--- src/rtl/mem_write_port.sv ---
// Write-side front end for the dual-port mem block: buffers single write requests in a
// small FIFO and runs an inclusive-range fill engine, both sharing one registered write port.
module mem_write_port #(
    parameter int unsigned DATA  = 8,
    parameter int unsigned ADDR  = 16,
    parameter int unsigned DEPTH = 4
) (
    input  logic                     clk,
    input  logic                     rst_L,
    input  logic                     req_valid,
    output logic                     req_ready,
    input  logic [ADDR-1:0]          req_addr,
    input  logic [DATA-1:0]          req_data,
    input  logic                     fill_start,
    input  logic [ADDR-1:0]          fill_lo,
    input  logic [ADDR-1:0]          fill_hi,
    input  logic [DATA-1:0]          fill_val,
    input  logic                     stall,
    output logic                     busy,
    output logic [$clog2(DEPTH):0]   count,
    output logic                     we,
    output logic [ADDR-1:0]          waddr,
    output logic [DATA-1:0]          wdata
);

    localparam int unsigned PW = $clog2(DEPTH);
    localparam int unsigned CW = PW + 1;

    localparam logic [1:0] IDLE  = 2'd0;
    localparam logic [1:0] DRAIN = 2'd1;
    localparam logic [1:0] FILL  = 2'd2;

    logic [1:0]      state_q, state_d;
    logic [ADDR-1:0] fifo_addr_q [DEPTH];
    logic [DATA-1:0] fifo_data_q [DEPTH];
    logic [PW-1:0]   wr_ptr_q, wr_ptr_d;
    logic [PW-1:0]   rd_ptr_q, rd_ptr_d;
    logic [CW-1:0]   count_q, count_d;
    logic [ADDR-1:0] cur_q, cur_d;
    logic [ADDR-1:0] hi_q, hi_d;
    logic [DATA-1:0] val_q, val_d;
    logic            busy_q, busy_d;
    logic            we_q, we_d;
    logic [ADDR-1:0] waddr_q, waddr_d;
    logic [DATA-1:0] wdata_q, wdata_d;

    logic full;
    logic empty;
    logic push;
    logic pop;

    assign full      = (count_q == CW'(DEPTH));
    assign empty     = (count_q == '0);
    assign req_ready = (state_q == IDLE) && !full;
    assign push      = req_valid && req_ready;
    // The FIFO drains in IDLE and DRAIN; FILL owns the port exclusively.
    assign pop       = ((state_q == IDLE) || (state_q == DRAIN)) && !empty && !stall;

    always_comb begin
        state_d  = state_q;
        wr_ptr_d = wr_ptr_q;
        rd_ptr_d = rd_ptr_q;
        cur_d    = cur_q;
        hi_d     = hi_q;
        val_d    = val_q;
        busy_d   = busy_q;
        we_d     = 1'b0;
        waddr_d  = waddr_q;
        wdata_d  = wdata_q;

        if (push) begin
            wr_ptr_d = wr_ptr_q + PW'(1);
        end
        if (pop) begin
            rd_ptr_d = rd_ptr_q + PW'(1);
            we_d     = 1'b1;
            waddr_d  = fifo_addr_q[rd_ptr_q];
            wdata_d  = fifo_data_q[rd_ptr_q];
        end
        count_d = count_q + CW'(push) - CW'(pop);

        case (state_q)
            IDLE: begin
                if (fill_start && (fill_lo <= fill_hi)) begin
                    cur_d   = fill_lo;
                    hi_d    = fill_hi;
                    val_d   = fill_val;
                    busy_d  = 1'b1;
                    // A same-cycle push leaves count_d non-zero, so it drains ahead of the fill.
                    state_d = (count_d == '0) ? FILL : DRAIN;
                end
            end
            DRAIN: begin
                if (pop && (count_q == CW'(1))) begin
                    state_d = FILL;
                end
            end
            FILL: begin
                if (!stall) begin
                    we_d    = 1'b1;
                    waddr_d = cur_q;
                    wdata_d = val_q;
                    // Equality termination: an all-ones hi never wraps to address zero.
                    if (cur_q == hi_q) begin
                        state_d = IDLE;
                        busy_d  = 1'b0;
                    end else begin
                        cur_d = cur_q + ADDR'(1);
                    end
                end
            end
            default: begin
                state_d = IDLE;
            end
        endcase
    end

    always_ff @(posedge clk or negedge rst_L) begin
        if (!rst_L) begin
            state_q  <= IDLE;
            wr_ptr_q <= '0;
            rd_ptr_q <= '0;
            count_q  <= '0;
            cur_q    <= '0;
            hi_q     <= '0;
            val_q    <= '0;
            busy_q   <= 1'b0;
            we_q     <= 1'b0;
            waddr_q  <= '0;
            wdata_q  <= '0;
        end else begin
            state_q  <= state_d;
            wr_ptr_q <= wr_ptr_d;
            rd_ptr_q <= rd_ptr_d;
            count_q  <= count_d;
            cur_q    <= cur_d;
            hi_q     <= hi_d;
            val_q    <= val_d;
            busy_q   <= busy_d;
            we_q     <= we_d;
            waddr_q  <= waddr_d;
            wdata_q  <= wdata_d;
        end
    end

    always_ff @(posedge clk or negedge rst_L) begin
        if (!rst_L) begin
            for (int i = 0; i < int'(DEPTH); i++) begin
                fifo_addr_q[i] <= '0;
                fifo_data_q[i] <= '0;
            end
        end else if (push) begin
            fifo_addr_q[wr_ptr_q] <= req_addr;
            fifo_data_q[wr_ptr_q] <= req_data;
        end
    end

    assign busy  = busy_q;
    assign count = count_q;
    assign we    = we_q;
    assign waddr = waddr_q;
    assign wdata = wdata_q;

endmodule

--- config.mk ---
export PLATFORM = sky130hd
export DESIGN_NAME = mem_write_port
export DESIGN_NICKNAME = d
export VERILOG_FILES = /design/src/rtl/mem_write_port.sv
export SDC_FILE = /design/constraint.sdc
export NUM_CORES = 1
export LEC_CHECK = 0
export ABC_AREA = 0
export CORE_ASPECT_RATIO = 0.9
export CORE_MARGIN = 5
export CORE_UTILIZATION = 40
export CTS_BUF_LIST = sky130_fd_sc_hd__clkbuf_4
export DETAILED_ROUTE_END_ITERATION = 7
export MAX_ROUTING_LAYER = met4
export PLACE_DENSITY = 0.61
export SLEW_MARGIN = 20
export SYNTH_ARGS = -nofsm -noshare
export SYNTH_HDL_FRONTEND = slang
export SYNTH_SLANG_ARGS = --single-unit
--- constraint.sdc ---
create_clock -name clk -period 3.72 [get_ports clk]
set_clock_uncertainty 0.05 [all_clocks]
set_input_delay 0.372 -clock clk [delete_from_list [all_inputs] [get_ports clk]]
set_output_delay 0.372 -clock clk [all_outputs]
set_load 0.02 [all_outputs]
==> out/metrics.csv <==
stage;metric;value;unit
power;Pleak;4.18;nW
cts;clock root cell;clkbuf_4;
cts;Setup Fix Bufs, Post-CTS;0;
grt;vias in the first global route;5884;
status;status;finished, final reports clean;
placement;hpwl dp;14100;um
placement;# port buffers;98;
cts;clock latency on the worst-skew pair;0.59;ns
logic_synthesis;Synth Flop Type;dfrtp_1;
job;max cap viols;0;
timing;Hold WS;0.325;ns
grt;total congestion overflow;0;
cts;CTS Buf Count;17;
cts;clock sinks;171;
logic_synthesis;EDFF count, synth;0;
power;Total Power;8.27;mW
critical_path;endpoint class of the critical path;register;
timing;Final Slew Violations;0;
grt;largest net degree at the start of global routing;85;
critical_path;CP peak stage delay;0.52;ns
detailed_routing;post-route ant nets;0;
cts;CTS tree;built;
layout;Multi-input gate area;0.00366;mm^2
layout;final std cells w/o fill;1003;
timing;worst slew margin relative to its limit;43.5;%
logic_synthesis;Mean Syn Cell Area;12.9;um^2
detailed_routing;drt first pass iters;4;
logic_synthesis;Post-Synthesis Cell Area;0.00825;mm^2
placement;gpl congestion;0.818;
detailed_routing;DR vias;5470;
cts;post_cts resized;0;
logic_synthesis;Syn Nets;731;
timing;TNS Setup;0;ns
grt;first-pass GRT wire length;32700;um
critical_path;crit path max fanout;8;
critical_path;critical path class;reg2reg;
timing;post-layout min period;3.46;ns
critical_path;WP data arrival;3.90;ns
layout;Post-Layout Inst Area;0.00980;mm^2
critical_path;critical-path cell list;a311oi_1, and2_1, inv_1, ha_1, inv_1, ha_1, fa_1, xnor2_1, xnor2_1, nor3_1, nand2_1, o21a_1, o32ai_1;
die;Die Width;161;um
layout;ratio of cells with drive above 1 in the final layout;26.5;%
grt;initial antenna violation count;1;
detailed_routing;Max Used Layer;met4;
layout;Filler Cells Inserted;1731;
detailed_routing;wire length on met2;9490;um
layout;commonest non-fill, non-tap cell in the layout;dfrtp_1;
die;Initial Utilization;40.9;%
detailed_routing;DR iter-0 viols;344;
timing;unrepaired setup endpoints after global routing;no;
placement;post-placement cell area;0.00948;mm^2
critical_path;critical path launch point type;register;
timing;Worst-Margin Slew;0.846;ns
timing;part of the cycle the worst path needs;93.0;%
power;Pwr Density;844;mW/mm^2
cts;H-tree Lvls;4;
critical_path;Buffers & Inverters on Critical Path;2;
logic_synthesis;YS warnings;0;
cts;CTS Buffer Depth;2;
critical_path;Crit-path slowest cell;dfrtp_1;
detailed_routing;Metal-1 WL;8850;um
logic_synthesis;Syn Inst Count;638;
die;Die Area;0.0236;mm^2
logic_synthesis;largest cells by area after synthesis;dfrtp_1, mux2_2, mux4_2;
die;core area;0.0202;mm^2
logic_synthesis;Yosys cell types;53;
critical_path;Top delay family on crit path;adder cells;
detailed_routing;DR WL/cell;19.8;um
layout;most frequent cells in the layout;dfrtp_1, mux2_2, clkdlybuf4s50_1;
detailed_routing;Vias/cell;5.45;
timing;Final setup violation count;0;
placement;dpl cells;969;
layout;Reg area;0.00428;mm^2
power;worst ir drop on vdd;0.000292;V
die;num rows;49;
layout;# nets final;827;
timing;Final Hold Viols;0;
detailed_routing;total wire length;19800;um
detailed_routing;met3 wire length;1180;um
die;Die Y;146;um
timing;Fmax;0.289;GHz
cts;Reg clk slew, reported paths;0.16;ns
die;num ports;99;
logic_synthesis;Async SR Flop Fraction;100;%
logic_synthesis;Seq cells post-synth;171;
detailed_routing;post-route DRC violation count;0;
critical_path;Data required, critical path;4.17;ns
hold_path;Worst Hold Class;in2async;
logic_synthesis;Seq/Total Area, Yosys;51.8;%
logic_synthesis;Yosys top cell area share;51.8;%
logic_synthesis;post-synth top area cell;dfrtp_1;
layout;P&R area growth vs syn;18.8;%
grt;GRT Overall Usage;18.0;%
==> per-stage QoR <==
step	setup WS [ns]	utilization (%)
detailed placement	0.348	47.0
floorplan	0.298	-
global placement	0.445	47.0
finish	0.261	48.6
CTS	0.308	48.6
global route	0.0141	48.6
==> power breakdown <==
| part | internal (mW) | switching (mW) |
|---|---|---|
| clock | 0.371 | 0.752 |
| sequential | 2.81 | 0.680 |
| combinational | 1.93 | 1.73 |
| total | 5.11 | 3.16 |
==> cell families (layout without fill, tap and decap cells) <==
logic type	Yosys count	count (layout)	share of synthesized area (%)
AOI/OAI and AO/OA	92	92	8.25
xor gates and xnor gates	21	21	2.23
adders and majority gates	24	24	3.73
buffers and inverters	64	173	3.74
DFF	171	171	51.8
muxes	146	146	23.3
other	0	1	0
and+or+nand+nor	120	120	6.85
==> registers in the layout, indices dropped and copies added (netlist names), 3 cells and up <==
name / flops
hi_q: 16
waddr: 16
val_q: 8
fifo_data_q: 32
cur_q: 16
wdata: 8
fifo_addr_q: 64
count: 3
==> per-layer routing <==
metal | vias up | track usage (%)
met5 | - | -
met4 | 0 | 4.43
met3 | 21 | 5.13
met2 | 133 | 27.9
met1 | 2800 | 23.6
li1 | 2516 | -
==> Yosys cell counts, types with 2 or more instances <==
master	instances
o21ai_0	12
xor2_1	16
nor2_1	58
and4_1	4
a31oi_1	7
a2111oi_4	2
nor4_1	4
a21oi_1	13
o31a_1	2
buf_6	3
xnor2_1	5
inv_1	27
clkbuf_1	14
and3_1	5
ha_1	23
a22oi_1	9
o22ai_1	30
mux2_2	110
nor3_1	4
buf_2	15
nand4_1	5
nor2b_1	2
buf_1	3
mux2i_1	2
mux2_1	6
a22oi_2	4
mux4_2	24
dfrtp_1	171
and2_1	3
nand3_1	8
a41oi_1	2
mux2_4	4
nand2_1	19
or3_1	3
==> final cells by class <==
class                           count  area share (%)
Antenna cell                        1          0.0255
Clock buffer                       17            1.30
Clock inverter                     15            1.80
Inverter                           27            1.03
Multi-Input combinational cell    403            37.4
Sequential cell                   171            43.7
Tap cell                          255            3.26
Timing Repair Buffer              114            11.5
==> path summary, 6_finish.rpt <==
path | end | cells past startpoint | slack [ns] | from
worst max-delay path | state_q[1]$_DFFE_PN0P_ | 13 | 0.26 | state_q[0]$_DFFE_PN0P_
worst min-delay path | hi_q[10]$_DFFE_PN0P_ | 2 | 0.33 | rst_L
worst max register to register | state_q[1]$_DFFE_PN0P_ | 13 | 0.26 | state_q[0]$_DFFE_PN0P_
worst min register to register | rd_ptr_q[0]$_DFFE_PN0N_ | 1 | 0.46 | rd_ptr_q[0]$_DFFE_PN0N_
max in group asynchronous | fifo_addr_q[62]$_DFFE_PN0P_ | 3 | 2.43 | rst_L
min in group clk | val_q[4]$_DFFE_PN0P_ | 2 | 0.35 | fill_val[4]
==> what timing repair did <==
action,CTS,global route
setup endpoints to repair,0,0
endpoints found under the hold margin,82,0
hold buffers,1,0
==> worst reg2reg max path, stage by stage, from the launching register on <==
cell      delay (ns)
dfrtp_1         0.52
a311oi_1        0.48
and2_1          0.35
inv_1           0.08
ha_1            0.28
inv_1           0.04
ha_1            0.18
fa_1            0.38
xnor2_1         0.20
xnor2_1         0.11
nor3_1          0.32
nand2_1         0.10
o21a_1          0.18
o32ai_1         0.11
(Power assumes the default switching activity.)
